===== src/rtl/pixel_write_arbiter.sv =====
// Pixel RAM write-port arbiter: round-robin between two valid/ready writers,
// plus a clear sequencer that sweeps 0..CLEAR_DEPTH-1 with a fill value and
// owns the write port while it runs. All write-port outputs are registered.
module pixel_write_arbiter #(
    parameter int ADDR_W      = 12,
    parameter int DATA_W      = 16,
    parameter int CLEAR_DEPTH = 4096
) (
    input  logic              i_clk,
    input  logic              i_rst_n,
    input  logic              i_a_valid,
    input  logic [ADDR_W-1:0] i_a_addr,
    input  logic [DATA_W-1:0] i_a_data,
    output logic              o_a_ready,
    input  logic              i_b_valid,
    input  logic [ADDR_W-1:0] i_b_addr,
    input  logic [DATA_W-1:0] i_b_data,
    output logic              o_b_ready,
    input  logic              i_clear_start,
    input  logic [DATA_W-1:0] i_clear_value,
    output logic              o_clear_busy,
    output logic              o_clear_done,
    output logic [ADDR_W-1:0] o_w_addr,
    output logic [DATA_W-1:0] o_w_data,
    output logic              o_w_enable
);
    // One extra bit so a full 2^ADDR_W sweep never wraps before the last address.
    localparam int CNT_W = ADDR_W + 1;
    localparam logic [CNT_W-1:0] LAST_CNT = CNT_W'(CLEAR_DEPTH - 1);

    typedef enum logic {IDLE, CLEAR} state_t;

    typedef struct packed {
        logic              en;
        logic [ADDR_W-1:0] addr;
        logic [DATA_W-1:0] data;
    } wr_t;

    state_t            state_q, state_d;
    logic [CNT_W-1:0]  cnt_q, cnt_d;
    logic [DATA_W-1:0] fill_q, fill_d;
    logic              last_b_q, last_b_d;   // 1: B won last, so A wins next contention
    wr_t               wr_q, wr_d;
    logic              done_q, done_d;
    logic              a_grant, b_grant;

    // Next-state, arbitration and write-port selection.
    always_comb begin
        state_d  = state_q;
        cnt_d    = cnt_q;
        fill_d   = fill_q;
        last_b_d = last_b_q;
        wr_d     = wr_q;
        wr_d.en  = 1'b0;
        done_d   = 1'b0;
        a_grant  = 1'b0;
        b_grant  = 1'b0;
        case (state_q)
            IDLE: begin
                if (i_clear_start) begin
                    // Clear takes priority: no requester is granted this cycle.
                    state_d = CLEAR;
                    cnt_d   = '0;
                    fill_d  = i_clear_value;
                end else begin
                    a_grant = i_a_valid && (!i_b_valid || last_b_q);
                    b_grant = i_b_valid && !a_grant;
                    if (a_grant) begin
                        wr_d.en   = 1'b1;
                        wr_d.addr = i_a_addr;
                        wr_d.data = i_a_data;
                        last_b_d  = 1'b0;
                    end else if (b_grant) begin
                        wr_d.en   = 1'b1;
                        wr_d.addr = i_b_addr;
                        wr_d.data = i_b_data;
                        last_b_d  = 1'b1;
                    end
                end
            end
            CLEAR: begin
                wr_d.en   = 1'b1;
                wr_d.addr = cnt_q[ADDR_W-1:0];
                wr_d.data = fill_q;
                cnt_d     = cnt_q + CNT_W'(1);
                if (cnt_q == LAST_CNT) begin
                    done_d  = 1'b1;
                    state_d = IDLE;
                end
            end
            default: state_d = IDLE;
        endcase
    end

    // State and output registers with synchronous active-low reset.
    always_ff @(posedge i_clk) begin
        if (!i_rst_n) begin
            state_q  <= IDLE;
            cnt_q    <= '0;
            fill_q   <= '0;
            last_b_q <= 1'b1;
            wr_q     <= '0;
            done_q   <= 1'b0;
        end else begin
            state_q  <= state_d;
            cnt_q    <= cnt_d;
            fill_q   <= fill_d;
            last_b_q <= last_b_d;
            wr_q     <= wr_d;
            done_q   <= done_d;
        end
    end

    // A handshake during reset would be dropped, so never advertise ready then.
    assign o_a_ready    = a_grant && i_rst_n;
    assign o_b_ready    = b_grant && i_rst_n;
    assign o_clear_busy = (state_q == CLEAR);
    assign o_clear_done = done_q;
    assign o_w_enable   = wr_q.en;
    assign o_w_addr     = wr_q.addr;
    assign o_w_data     = wr_q.data;
endmodule

===== config.mk =====
export PLATFORM = sky130hd
export DESIGN_NAME = pixel_write_arbiter
export DESIGN_NICKNAME = d
export VERILOG_FILES = /design/src/rtl/pixel_write_arbiter.sv
export SDC_FILE = /design/constraint.sdc
export NUM_CORES = 1
export LEC_CHECK = 0
export CAP_MARGIN = 0
export CORE_ASPECT_RATIO = 0.5
export CORE_UTILIZATION = 44
export CTS_CLUSTER_DIAMETER = 100
export DETAILED_ROUTE_END_ITERATION = 10
export PLACE_DENSITY = 0.91
export SLEW_MARGIN = 5
export SYNTH_ARGS = -nofsm -noshare
export SYNTH_HDL_FRONTEND = slang
export SYNTH_SLANG_ARGS = --single-unit

===== constraint.sdc =====
create_clock -name i_clk -period 1.7 [get_ports i_clk]
set_input_delay 0.34 -clock i_clk [delete_from_list [all_inputs] [get_ports i_clk]]
set_output_delay 0.34 -clock i_clk [all_outputs]
set_load 0.01 [all_outputs]

==> impl_metrics.env <==
export IMPL_status="finished, final reports clean"
export IMPL_syn_inst=310
export IMPL_cts_root_buf="clkbuf_16"
export IMPL_r2r_end="o_clear_done"
export IMPL_finalHoldViolations=0
export IMPL_syn_avg_cell_area_um2=9.323
export IMPL_drtIter0Drc=298
export IMPL_cts_tree="built"
export IMPL_clock_sinks=61
export IMPL_num_rows=20
export IMPL_ys_seq_elements=61
export IMPL_rsz0062_at_grt="false"
export IMPL_min_period_ps=1637
export IMPL_layout_common_cells="clkdlybuf4s50_1, dfxtp_1, nand2_1, buf_4, a32oi_1"
export IMPL_r2r_slack_ps=70
export IMPL_dieArea_um2=6917
export IMPL_final_common_cell="clkdlybuf4s50_1"
export IMPL_drtPass1Iterations=8
export IMPL_path_class="reg2out"
export IMPL_slew_violations=0
export IMPL_vias=3131
export IMPL_synth_edf_count=0
export IMPL_antenna_found_initial=0
export IMPL_core_area_um2=6206
export IMPL_cpPeakStageDelay_ps=360
export IMPL_route_detailed_wl_per_inst_um=18.97
export IMPL_path_cells="nor3b_4 > and3_4 > buf_6"
export IMPL_p_int_w=0.003012
export IMPL_power_leakage_nw=1.673
export IMPL_cts_buffers=9
export IMPL_dp_hpwl_um=6078
export IMPL_powerDensity_nw_per_um2=879.3
export IMPL_htreeDepth=3
export IMPL_fmax_mhz=610.8
export IMPL_ios=110
export IMPL_routed_wl_um=10020
export IMPL_grt_max_degree=48
export IMPL_nets=513
export IMPL_clk_pin_slew_ps=50
export IMPL_synth_top_area_frac=0.4225
export IMPL_p_seq_frac=0.385
export IMPL_fin_hold_ws_ps=466.6
export IMPL_power_frac_clock=0.445
export IMPL_arrival_ps=1300
export IMPL_clockBufferDepth=2
export IMPL_n_antenna_cell=0
export IMPL_grt_met2_usage=0.5021
export IMPL_ys_seq_area_frac=0.4225
export IMPL_finalSetupViolCount=0
export IMPL_fin_skew_ps=5.602
export IMPL_min_from="fill_q[15]"
export IMPL_async_reset_ff_frac=0
export IMPL_p_comb_frac=0.171
export IMPL_cts_hold_buffers=0
export IMPL_vias_per_cell=5.930
export IMPL_startpoint_type="register"
export IMPL_grt_pass1_wl_um=15280
export IMPL_drc=0
export IMPL_gp_congestion=0.8082
export IMPL_sw_frac_of_total=0.2481
export IMPL_die_y_um=59.31
export IMPL_area_delta_synth_final_pct=57.62
export IMPL_grt_pass1_vias=3025
export IMPL_die_w_um=116.6
export IMPL_io_buffers=109
export IMPL_clk_latency_ps=330
export IMPL_yosysWarnings=0
export IMPL_cap_viol_max_count=0
export IMPL_grt_usage=0.2967
export IMPL_synth_nets=388
export IMPL_endpoint_kind="primary output"
export IMPL_ir_drop_v=0.0004570
export IMPL_nFillCells=400
export IMPL_synth_largest_area_cell="dfxtp_1"
export IMPL_hp_class="reg2reg"
export IMPL_ant_nets=0
export IMPL_fin_setup_tns_ps=0
export IMPL_cpMaxStageDelayCell="dfxtp_2"
export IMPL_synth_distinct_cells=49
export IMPL_reg2reg_from="cnt_q[1]"
export IMPL_tightest_slew_ps=433.4
export IMPL_synth_area_leaders="dfxtp_1, nand2_1, a32oi_1"
export IMPL_grt_remaining_overflow=0
export IMPL_required_ps=1360
export IMPL_path_max_fanout=3
export IMPL_slew_headroom=0.7111
export IMPL_grtUsageMet1=0.3579
export IMPL_busiest_layer="met2"
export IMPL_start_util=0.4657
export IMPL_power_switching_w=0.0009940
export IMPL_worst_r2r_path_depth=5
export IMPL_synth_top_flop_cell="dfxtp_1"
export IMPL_drive_gt1_frac=0.1773
export IMPL_grt_util_met3=0.07055
export IMPL_finalCritPeriodShare=0.9631
export IMPL_min_to="fill_q[15]"
export IMPL_syn_area_um2=2890
export IMPL_min_path_cells=2
-- how the worst max path moves through the flow --
| stage | start | endpoint | slack, ps | cells past startpoint |
|---|---|---|---|---|
| global route | cnt_q[2] | cnt_q[11] | 4 | 4 |
| global placement | i_rst_n | o_a_ready | -470 | 4 |
| detailed placement | i_rst_n | o_a_ready | -550 | 4 |
| floorplan | cnt_q[0] | cnt_q[12] | 190 | 6 |
| CTS | i_clear_start | o_a_ready | -10 | 4 |
| finish | o_clear_busy | o_a_ready | 60 | 3 |
-- synth_stat cells (2+ instances only) --
master / count
dfxtp_1: 61
nand2_1: 51
a32oi_1: 19
a21boi_0: 16
o21ai_0: 15
clkbuf_1: 12
nor2b_1: 11
a22oi_2: 10
o21ai_2: 10
a22oi_1: 9
buf_2: 8
nand3_1: 7
a222oi_1: 6
a32o_1: 6
nand4_1: 6
buf_4: 5
and3_1: 4
nor3b_1: 4
a21o_1: 3
a21oi_1: 3
a22o_1: 3
and2_1: 3
nand2b_1: 3
o211ai_1: 3
a21boi_1: 2
a31oi_1: 2
and4_1: 2
mux2i_1: 2
nand3b_1: 2
nor2_1: 2
or3_1: 2
-- logic make-up (layout without fill, tap and decap cells) --
family / after synthesis / count (layout) / share of synthesized area
mux: 2 / 2 / 0.006927
compound gates: 116 / 116 / 0.3307
buf+inv: 27 / 157 / 0.04935
simple gates: 103 / 103 / 0.1862
flops: 61 / 61 / 0.4225
fa+ha+maj: 1 / 1 / 0.004328
-- routing by layer --
layer / routed length [um] / vias up
li1: - / 1432
met1: 4055 / 1480
met2: 4853 / 189
met3: 833 / 30
met4: 275 / 0
met5: 0 / -
-- state kept, by name, indices dropped and copies added (netlist names) --
| name | flops |
|---|---|
| o_w_addr | 12 |
| cnt_q | 13 |
| o_w_data | 16 |
| fill_q | 16 |
| o_w_enable | 1 |
| o_clear_busy | 1 |
| last_b_q | 1 |
| o_clear_done | 1 |
-- cell type report --
class                   instances  area, um2  share of cell area
clock buffers                  10      229.0             0.05026
clock inverters                 6      63.81             0.01401
multi-input cells             222       1553              0.3408
flip-flops and latches         61       1222              0.2683
well taps                      88      110.1             0.02417
repair buffers                141       1378              0.3024
-- worst max-delay path, delay by kind of cell (launching register included) --
kind / cells / cell delay [ps]
and+or+nand+nor: 2 / 510
DFF: 1 / 360
buffers and inverters: 1 / 100
-- power groups by stage --
stage	Sequential (W)	Combinational, W	Clock, W
2_1_floorplan	0.00158	0.000252	0
3_3_place_gp	0.00156	0.000618	0
3_5_place_dp	0.00156	0.000630	0
4_1_cts	0.00154	0.000665	0.00177
5_1_grt	0.00155	0.000722	0.00186
6_report	0.00154	0.000683	0.00178
-- metrics by stage --
| stage | setup WS (ps) | utilization | power [W] | cell area, um2 | cells |
|---|---|---|---|---|---|
| 2_1_floorplan | 189.4 | - | 0.001833 | 2890 | 310 |
| 4_1_cts | -12.16 | 0.7321 | 0.003977 | 4543 | 528 |
| 5_1_grt | 3.513 | 0.7341 | 0.004132 | 4556 | 528 |
| 6_report | 62.76 | 0.7341 | 0.004006 | 4556 | 528 |
| 3_5_place_dp | -549.8 | 0.6726 | 0.002193 | 4174 | 510 |
| 3_3_place_gp | -469.8 | 0.6726 | 0.002179 | 4174 | 510 |
-- repair_timing --
action | in CTS | in global routing
pin swaps | 2 | 2
setup buffers | 1 | 0
endpoints found under the hold margin | 0 | 0
resized for setup | 23 | 3
cloned | 1 | 0
setup endpoints to repair | 8 | 10
Power figures use the tool's default switching activity.
